`config.mk`:
```
export PLATFORM = sky130hd
export DESIGN_NAME = pcpi_initiator
export DESIGN_NICKNAME = d
export VERILOG_FILES = /design/src/rtl/pcpi_initiator.sv
export SDC_FILE = /design/constraint.sdc
export NUM_CORES = 1
export LEC_CHECK = 0
export BUFFER_PORTS_ARGS = -buffer_cell sky130_fd_sc_hd__buf_2
export CORE_ASPECT_RATIO = 1.5
export CORE_UTILIZATION = 47
export CTS_CLUSTER_SIZE = 20
export DETAILED_ROUTE_END_ITERATION = 8
export HOLD_SLACK_MARGIN = 0.15
export PLACE_DENSITY_LB_ADDON = 0.15
export SETUP_SLACK_MARGIN = 0.05
export SLEW_MARGIN = 20
export SYNTH_ARGS = -nofsm -noshare
export SYNTH_HDL_FRONTEND = slang
export SYNTH_SLANG_ARGS = --single-unit
```
`constraint.sdc`:
```
create_clock -name clk -period 2.6 [get_ports clk]
set_input_delay 0.26 -clock clk [delete_from_list [all_inputs] [get_ports clk]]
set_output_delay 0.26 -clock clk [all_outputs]
set_load 0.005 [all_outputs]
```
`src/rtl/pcpi_initiator.sv`:
```
// Core-side PCPI initiator: offers one instruction to the co-processors, then
// returns a single-cycle write-back, or a trap when no responder claims it in time.
module pcpi_initiator #(
  parameter int TIMEOUT_CYCLES = 16,
  parameter int CNT_W          = 5
) (
  input  logic        clk,
  input  logic        resetn,
  input  logic        issue_valid,
  output logic        issue_ready,
  input  logic [31:0] issue_insn,
  input  logic [31:0] issue_rs1,
  input  logic [31:0] issue_rs2,
  input  logic        flush,
  output logic        pcpi_valid,
  output logic [31:0] pcpi_insn,
  output logic [31:0] pcpi_rs1,
  output logic [31:0] pcpi_rs2,
  input  logic        pcpi_wr,
  input  logic [31:0] pcpi_rd,
  input  logic        pcpi_busy,
  input  logic        pcpi_ready,
  output logic        wb_valid,
  output logic        wb_en,
  output logic [4:0]  wb_idx,
  output logic [31:0] wb_data,
  output logic        trap
);

  typedef enum logic [1:0] {
    IDLE,
    WAIT,
    DONE,
    TRAP
  } state_t;

  localparam logic [CNT_W-1:0] CNT_MAX = CNT_W'(TIMEOUT_CYCLES);

  state_t           state_reg;
  logic [CNT_W-1:0] cnt_reg;
  logic [CNT_W-1:0] cnt_next;
  logic [4:0]       rd_idx;
  logic             wr_ok;

  // Saturating increment: the counter parks at the limit instead of wrapping.
  assign cnt_next = (cnt_reg >= CNT_MAX) ? CNT_MAX : cnt_reg + 1'b1;
  assign rd_idx   = pcpi_insn[11:7];
  assign wr_ok    = pcpi_wr && (rd_idx != 5'd0);

  always_ff @(posedge clk or negedge resetn) begin
    if (!resetn) begin
      state_reg   <= IDLE;
      cnt_reg     <= '0;
      issue_ready <= 1'b1;
      pcpi_valid  <= 1'b0;
      pcpi_insn   <= '0;
      pcpi_rs1    <= '0;
      pcpi_rs2    <= '0;
      wb_valid    <= 1'b0;
      wb_en       <= 1'b0;
      wb_idx      <= '0;
      wb_data     <= '0;
      trap        <= 1'b0;
    end else begin
      wb_valid <= 1'b0;
      trap     <= 1'b0;
      case (state_reg)
        IDLE: begin
          if (issue_valid) begin
            pcpi_insn   <= issue_insn;
            pcpi_rs1    <= issue_rs1;
            pcpi_rs2    <= issue_rs2;
            pcpi_valid  <= 1'b1;
            issue_ready <= 1'b0;
            cnt_reg     <= '0;
            state_reg   <= WAIT;
          end
        end
        WAIT: begin
          // Priority: flush, then ready, then busy, then timeout counting.
          if (flush) begin
            pcpi_valid  <= 1'b0;
            issue_ready <= 1'b1;
            state_reg   <= IDLE;
          end else if (pcpi_ready) begin
            pcpi_valid <= 1'b0;
            wb_valid   <= 1'b1;
            wb_idx     <= rd_idx;
            wb_en      <= wr_ok;
            wb_data    <= wr_ok ? pcpi_rd : 32'd0;
            state_reg  <= DONE;
          end else if (pcpi_busy) begin
            cnt_reg <= '0;
          end else begin
            cnt_reg <= cnt_next;
            if (cnt_next >= CNT_MAX) begin
              pcpi_valid <= 1'b0;
              trap       <= 1'b1;
              wb_idx     <= rd_idx;
              wb_en      <= 1'b0;
              wb_data    <= 32'd0;
              state_reg  <= TRAP;
            end
          end
        end
        DONE, TRAP: begin
          wb_en       <= 1'b0;
          wb_idx      <= '0;
          wb_data     <= '0;
          issue_ready <= 1'b1;
          state_reg   <= IDLE;
        end
        default: begin
          pcpi_valid  <= 1'b0;
          issue_ready <= 1'b1;
          state_reg   <= IDLE;
        end
      endcase
    end
  end

endmodule

```
# Word level (Yosys, flattened, before mapping)
# Index checks and enable logic that the tools add are counted.
[totals]
reg_bits = 145
out_inout_bits = 138
[classes]
n_addsub = 1
magnitude_cmp = 2
eq_ne = 11
mux = 43
reduce_logical = 12
[ops]
columns = ["operator", "n"]
rows = [
  ["32-bit two-way mux", 5],
  ["32-bit case mux with 2 select lines", 1],
  ["5-bit two-way mux", 9],
  ["5-bit case mux with 2 select lines", 2],
  ["1-bit two-way mux", 17],
  ["4-bit AND reduction", 3],
  ["5-bit >= comparator (second input constant)", 2],
  ["2-bit two-way mux", 5],
  ["2-bit != test (second input constant)", 4],
  ["4-bit != test (second input constant)", 2],
  ["3-bit != test (second input constant)", 2],
  ["2-bit case mux with 3 select lines", 1],
  ["5-bit by 1-bit adder with 5-bit output (second input constant)", 1],
  ["5-bit nonzero test", 1],
  ["2-bit == test (second input constant)", 2],
  ["1-bit case mux with 2 select lines", 2],
  ["2-bit AND reduction", 2],
  ["2-bit nonzero test", 2],
  ["1-bit case mux with 3 select lines", 1],
  ["3-bit AND reduction", 1],
  ["2-bit by 1-bit == test with 1-bit output (second input constant)", 1],
  ["2-bit logical NOT", 1],
  ["2-bit OR reduction", 1],
  ["1-bit logical AND", 1],
]

# Depth between registers and ports, before layout
# Gate-level depths: netlist of the first run.
[logic_depth]
word_depth = 8
mapped_depth = 7
depth_no_buf = 4

# Worst setup path before layout of the first run
# OpenSTA, ideal clock, no wires.
[synth_path]
path_kind = "register to register"
startpoint = "register cnt_reg[0]"
endpoint = "register wb_data[0]"
setup_ns = 0.120
t_arrival_ns = 1.783
required_time_ns = 2.480
setup_slack_ns = 0.697
path_stages_with_launch = 8
path_cell_list = "dfrtp_1 -> ha_1 -> a311o_1 -> buf_2 -> a31o_1 -> buf_6 -> buf_6 -> a31o_1"
[synth_between]
elab_chain_cells = 5
[synth_rtl]
columns = ["element", "line", "rtl"]
rows = [
  ["from (decl)", "40", "logic [CNT_W-1:0] cnt_reg;"],
  ["from (signal assigned)", "95", "cnt_reg <= cnt_next;"],
  ["5-bit by 1-bit adder with 5-bit output or 5-bit >= comparator (tied branches)", "46", "assign cnt_next = (cnt_reg >= CNT_MAX) ? CNT_MAX : cnt_reg + 1'b1;"],
  ["5-bit two-way mux (*)", "46", ""],
  ["5-bit >= comparator (*)", "96", "if (cnt_next >= CNT_MAX) begin"],
  ["3-bit != test (no line) (*)", "-", ""],
  ["4-bit AND reduction (no line) (*)", "-", ""],
  ["to (signal assigned)", "90", "wb_data <= wr_ok ? pcpi_rd : 32'd0;"],
  ["to (decl)", "26", "output logic [31:0] wb_data,"],
]
# Mark *: on every way between the ends. The rest lies on a longest branch, timed or not.
# A chain may end at the register's enable or synchronous reset.

# Worst setup path in the final report of the first run
[layout_path]
startpoint = "register cnt_reg[0]"
endpoint = "register wb_idx[3]"
[layout_between]
elab_chain_cells = 5
[layout_rtl]
columns = ["element", "line", "rtl"]
rows = [
  ["5-bit by 1-bit adder with 5-bit output or 5-bit >= comparator (tied branches)", "46", ""],
  ["5-bit two-way mux (*)", "46", ""],
  ["5-bit >= comparator (*)", "96", ""],
  ["3-bit != test (no line) (*)", "-", ""],
  ["4-bit AND reduction (no line) (*)", "-", ""],
  ["to (signal assigned)", "88", "wb_idx <= rd_idx;"],
  ["to (signal assigned)", "99", "wb_idx <= rd_idx;"],
  ["to (decl)", "25", "output logic [4:0] wb_idx,"],
]
# Marks and branches as above.

==> results of run 1 <==
-- how the worst max path moves through the flow --
stage	end	cells past startpoint
global placement	wb_idx[3]	5
finish	wb_idx[3]	5
global route	cnt_reg[0]	4
detailed placement	cnt_reg[3]	3
CTS	cnt_reg[1]	3
floorplan	wb_data[0]	7
-- where the power goes --
part / leakage [nW] / switching [W] / internal, W / total [W]
Combinational: 2.92 / 0.000847 / 0.000806 / 0.00165
Sequential: 1.84 / 0.000265 / 0.00271 / 0.00297
Clock: 0.291 / 0.000955 / 0.00161 / 0.00257
Total: 5.04 / 0.00207 / 0.00513 / 0.00719
-- kinds of logic (layout without fill, tap and decap cells) --
group                    count (synthesis)  after routing
multiplexers                             6              6
AND/OR/NAND/NOR                        315            315
flip-flops                             145            145
buffers and inverters                   83            486
AO/OA/AOI/OAI                           80             80
adder cells (fa/ha/maj)                  2              2
-- metrics by stage --
| stage | instance area [sq um] | utilization, % | hold WS [ps] | power [W] |
|---|---|---|---|---|
| floorplan | 5990 | - | -35.6 | 0.00364 |
| finish | 9440 | 75.8 | 256 | 0.00719 |
| global placement | 7480 | 60.1 | 231 | 0.00436 |
| detailed placement | 7480 | 60.1 | 229 | 0.00443 |
| CTS | 9420 | 75.7 | 213 | 0.00717 |
| global route | 9440 | 75.8 | 256 | 0.00754 |
-- area by class of cell --
class                           instances  share of cell area (%)
Sequential cell                       145                    38.5
Timing Repair Buffer                  417                    29.8
Multi-Input combinational cell        403                    21.7
Clock buffer                           20                    4.63
Tap cell                              156                    2.07
Clock inverter                         12                    1.94
Inverter                               37                    1.47
-- layer usage --
layer  vias to the layer above  global-route usage [%]  share of wire [%]
li1                       2835                       -                  -
met2                       346                    52.9                 52
met3                        66                    8.36                7.7
met1                      2976                    32.3                 36
met4                         0                    15.1                4.3
met5                         -                       0                  0
-- Yosys cell counts (all sizes together) (2+ instances only) --
master	n
a311oi	32
a31o	34
buf	10
clkbuf	36
dfrtp	144
ha	2
inv	37
mux2	6
nand2	292
nand2b	2
nor2b	8
nor3	3
nor3b	2
nor4b	2
o211ai	2
o21ai	3
-- repair_timing --
item,in CTS,in global routing
buffers inserted,0,0
endpoints found under the hold margin,178,0
hold buffers,132,0
gates resized for setup,0,0
-- worst register-to-register path: stages (launching register included) --
cell     delay [ps]
dfrtp_1         420
ha_1            260
a311o_1         380
a31o_1          220
buf_4           260
mux2_1          370
==> results by group, run 1 <==
Status
  • Status: complete, no violations

STA
  • Fin crit share: 78.5%
  • Fin. max-slew vios: 0
  • Slew Limit Headroom: 46.6%
  • Clk_skew: 9.16 ps
  • Final hold vios: 0
  • Fmax: 0.490 GHz
  • RSZ-0062 raised after global routing: false
  • Setup_tns: 0 ps
  • Min setup slack post-route: 559 ps
  • # setup viols final: 0
  • Least-Margin Pin Slew: 790 ps
  • Final min period: 2040 ps

Detailed routing
  • Initial DRC count: 261
  • Routed len/inst: 16.2 um
  • Vias: 6223
  • DRC viols: 0
  • Vias per std cell: 5.23
  • DRT Pass-1 Iters: 5
  • Routed Antenna Nets: 0
  • Drt total wl: 19300 um

Synthesis
  • Main synth FF type: dfrtp_1
  • Synth top area cells: dfrtp_1, nand2_1, a311oi_1, a31o_1, inv_1
  • Mux cell area share after synthesis: 1.13%
  • Adder-cell share of the synthesized area: 0.417%
  • Yosys top cell by area: dfrtp_1
  • Xor/xnor share of the synthesized area: 0%
  • Synth cell types: 35
  • Post-Syn Instances: 631
  • Flop and latch count out of synthesis: 145
  • Cell Area, Synth: 5990 sq um
  • Largest family of logic cells by synthesized area: simple AND/OR/NAND/NOR gates
  • Net Count, Synth: 768
  • Compound-Gate Fraction of Synth Area: 11.3%
  • Syn Area/Cell: 9.50 sq um
  • Async set-reset flop share out of synthesis: 100%
  • Yosys top cell area share: 60.1%
  • Register area share after synthesis: 60.6%
  • Post-synth EDFFs: 0
  • Synth Area in Simple Gates: 20.9%
  • Ys Warns: 0

Critical path
  • Worst R2R Setup Slack: 560 ps
  • CP Data Required Time: 2880 ps
  • Critical path class: reg2reg
  • CP Buf/Inv Count: 1
  • Setup crit start: cnt_reg[0]
  • CP endpoint kind: flop
  • Setup crit start kind: flop
  • Top cell family by delay on the critical path: compound AO/OA/AOI/OAI gates
  • CP Cell Sequence: ha_1, a311o_1, a31o_1, buf_4, mux2_1
  • Slowest Stage Delay on Critical Path: 420 ps
  • FF-to-FF End: wb_idx[3]
  • Critical Path AT: 2320 ps
  • R2R depth: 5
  • Worst r2r src: cnt_reg[0]
  • Slowest CP cell: dfrtp_1
  • Critical-path maximum fanout: 38

Cells and area
  • # fillers: 822
  • Area growth, synth to finish: 57.5%
  • Share of cells above drive strength 1: 32.3%
  • Final non-filler cell total: 1190
  • Nets: 1158
  • # diodes: 0
  • Most common cell after layout, fill and taps aside: nand2_1
  • Commonest non-fill, non-tap cells in the layout: nand2_1, buf_2, dfrtp_1
  • Multi-input logic area: 2040 sq um
  • Register area: 3630 sq um

Global routing
  • Pin count of the biggest net entering global routing: 101
  • First-pass GRT wire length: 30900 um
  • Gr usage total: 30.1%
  • Remaining global-route overflow: 0
  • Initial antenna violation count: 0
  • Vias in the first global route: 6535

CTS
  • TritonCTS clock tree: yes
  • Worst-path clk slew: 60 ps
  • Htree depth: 4
  • Max clock buf depth: 2
  • Root Driver: clkbuf_16
  • Num CTS Buffers: 17
  • Later-pin clock latency in the skew report: 410 ps
  • Num Clock Sinks: 145

Floorplan
  • # rows: 50
  • Die area: 13200 sq um
  • Die X: 94.2 um
  • Initial Utilization: 48.2%
  • Die height: 140 um
  • Top Ports: 273
  • Core area: 12400 sq um

Worst hold path
  • Hold crit path type: in2reg
  • Hold EP: issue_ready
  • Hold path depth: 3
  • Hold_sp: issue_valid

Place
  • Routability Congestion: 0.769
  • Pre-CTS setup slack: 589 ps
  • Number of I/O port buffers: 272
  • Placed Cells: 1025
  • Post-DP HPWL: 11200 um

Power
  • P per Cell Area: 762 nW/um^2
  • Worst vdd ir: 0.527 mV
  • LEAKAGE: 5.04 nW

Run
  • Max-Cap Viols: 0
(Power assumes the default switching activity.)
==> inputs of run 2 (changes only) <==
- ABC_AREA: default -> 1
- CORE_UTILIZATION: 47 -> 42
- clock period: 2.6 -> 1.7 ns (I/O delays scaled with it)
==> run 2 against run 1 <==
  * Via count decreased by 7.1%
  * Global-route usage shrank 4.8 points
  * Synthesized area shrank 1.3%
  * Design area is 1.4% lower
  * Maximum frequency rose by 40%
  * Critical endpoint is now wb_data[6]
  * Largest power group unchanged
==> results by group, run 2 <==
STA
  • RSZ-0062 raised after global routing: false
  • Fmax: 0.687 GHz
  • Final min period: 1460 ps
  • Fin. max-slew vios: 0
  • Setup_tns: 0 ps
  • Fin crit share: 85.6%
  • Final hold vios: 0
  • Least-Margin Pin Slew: 423 ps
  • Slew Limit Headroom: 71.8%
  • Worst hold margin: 224 ps
  • # setup viols final: 0
  • Clk_skew: 8.30 ps

CTS
  • Max clock buf depth: 2
  • Worst-path clk slew: 60 ps
  • Cts hold-fix bufs: 133
  • TritonCTS clock tree: yes
  • Postcts setup bufs: 0
  • Later-pin clock latency in the skew report: 420 ps
  • Num CTS Buffers: 17
  • Root Driver: clkbuf_16
  • Htree depth: 4
  • Num Clock Sinks: 145
  • CTS resizes: 0

Cells and area
  • Multi-input logic area: 1950 sq um
  • # fillers: 1070
  • Share of cells above drive strength 1: 32.3%
  • # diodes: 0
  • Most common cell after layout, fill and taps aside: nand2_1
  • Register area: 3630 sq um
  • Area growth, synth to finish: 57.2%
  • Commonest non-fill, non-tap cells in the layout: nand2_1, buf_2, dfrtp_1
  • Nets: 1199

Global routing
  • Gr usage total: 25.2%
  • Initial antenna violation count: 0
  • Vias in the first global route: 5989
  • Remaining global-route overflow: 0
  • Pin count of the biggest net entering global routing: 94
  • First-pass GRT wire length: 28800 um

Synthesis
  • Flop and latch count out of synthesis: 145
  • Synth top area cells: dfrtp_1, nand2_1, nand3_2, buf_4, nand3_1
  • Register area share after synthesis: 61.3%
  • Cell Area, Synth: 5920 sq um
  • Post-synth EDFFs: 0
  • Ys Warns: 0
  • Yosys top cell area share: 60.9%
  • Top cells by count, synth: nand2_1, dfrtp_1, nand3_1
  • Top-count cell post-synth: nand2_1
  • Main synth FF type: dfrtp_1
  • Syn Area/Cell: 8.98 sq um
  • Yosys top cell by area: dfrtp_1
  • Net Count, Synth: 796
  • Post-Syn Instances: 659
  • Async set-reset flop share out of synthesis: 100%
  • Synth cell types: 23

Place
  • Number of I/O port buffers: 272
  • Post-DP HPWL: 10600 um
  • Routability Congestion: 0.782

Detailed routing
  • Vias per std cell: 4.68
  • Routed Antenna Nets: 0
  • DRT Pass-1 Iters: 5
  • Initial DRC count: 181
  • Routed len/inst: 14.3 um
  • Vias: 5784
  • Drt total wl: 17600 um
  • DRC viols: 0

Power
  • Worst vdd ir: 0.766 mV
  • P per Cell Area: 1570 nW/um^2
  • LEAKAGE: 5.28 nW

Critical path
  • CP most frequent cell: nand3_1
  • Critical Path AT: 1810 ps
  • Slowest CP cell: dfrtp_1
  • Critical-path maximum fanout: 38
  • Critical path class: reg2reg
  • CP endpoint kind: flop
  • Setup crit start kind: flop
  • CP Data Required Time: 2060 ps
  • Slowest Stage Delay on Critical Path: 370 ps
  • CP Cell Sequence: ha_1, nand3_1, nand3_1, inv_1, nor2_4, buf_12, nand3_1, nand2_1

Floorplan
  • Die height: 147 um
  • Die area: 14600 sq um
  • Core area: 13600 sq um
  • # rows: 52
  • Initial Utilization: 43.5%
  • Top Ports: 273
  • Die X: 98.9 um

Status
  • Status: complete, no violations

Worst hold path
  • Hold crit path type: in2async

Run
  • Max-Cap Viols: 0
==> run 2: cell types whose count changed in the layout (fill, tap and decap cells not counted), sizes merged, moves of 18 or more <==
cell    previous run  this run
nand3              1        43
nor2               1        19
a311oi            32         0
a31o              34         0
nand2            292       378
==> run 2: layout make-up <==
class	count	share of cell area, %
clock buffer	17	4.57
clock inverter	15	1.30
tap	162	2.18
multi-input combinational	459	21.0
inverter	22	0.888
timing repair buffer	417	31.1
sequential	145	39.0
==> run 2: worst paths after layout <==
check	end	slack, ps	from	depth (start not counted)
worst max register to register	wb_data[6]	240	cnt_reg[0]	8
min in group clk	wb_data[19]	410	pcpi_wr	8
worst max-delay path	wb_data[6]	240	cnt_reg[0]	8
worst min-delay path	wb_data[18]	220	resetn	2
worst min register to register	wb_idx[2]	470	wb_idx[2]	2
max in group asynchronous	pcpi_insn[9]	920	resetn	3
==> run 2: power breakdown <==
| group | leakage, nW | switching [W] | internal (W) |
|---|---|---|---|
| sequential | 1.84 | 0.000850 | 0.00499 |
| clock | 0.277 | 0.00157 | 0.00191 |
| combinational | 3.16 | 0.00296 | 0.00232 |
==> run 2: cell families after synthesis <==
kind of cell	after synthesis	share of synthesized area, %
AO/OA/AOI/OAI	12	1.04
XOR/XNOR	1	0.148
adder cells (fa/ha/maj)	2	0.423
buffers and inverters	55	5.83
flip-flops	145	61.3
AND/OR/NAND/NOR	444	31.2
==> run 2: worst max-delay path: cells and delay by family, from the launching register on <==
kind	cells	cell delay, ps
flops	1	370
simple gates	5	490
buf+inv	2	300
fa+ha+maj	1	210
==> run 2: per-stage QoR <==
| step | util [%] | worst slack [ps] | instances | cell area (sq um) | total power, W |
|---|---|---|---|---|---|
| floorplan | - | 379 | 659 | 5920 | 0.00852 |
| global placement | 54.6 | 317 | 1072 | 7420 | 0.0108 |
| detailed placement | 54.6 | 247 | 1072 | 7420 | 0.0108 |
| CTS | 68.4 | 235 | 1237 | 9300 | 0.0146 |
| global route | 68.4 | 104 | 1237 | 9300 | 0.0157 |
| finish | 68.4 | 244 | 1237 | 9300 | 0.0146 |
==> run 2: routing by layer <==
metal	part of all wire (%)	global-route usage, %	up-vias
met2	51	43.8	232
met4	3.0	10.7	0
met5	0	0	-
li1	-	-	2823
met1	39	28.7	2690
met3	6.7	7.47	39
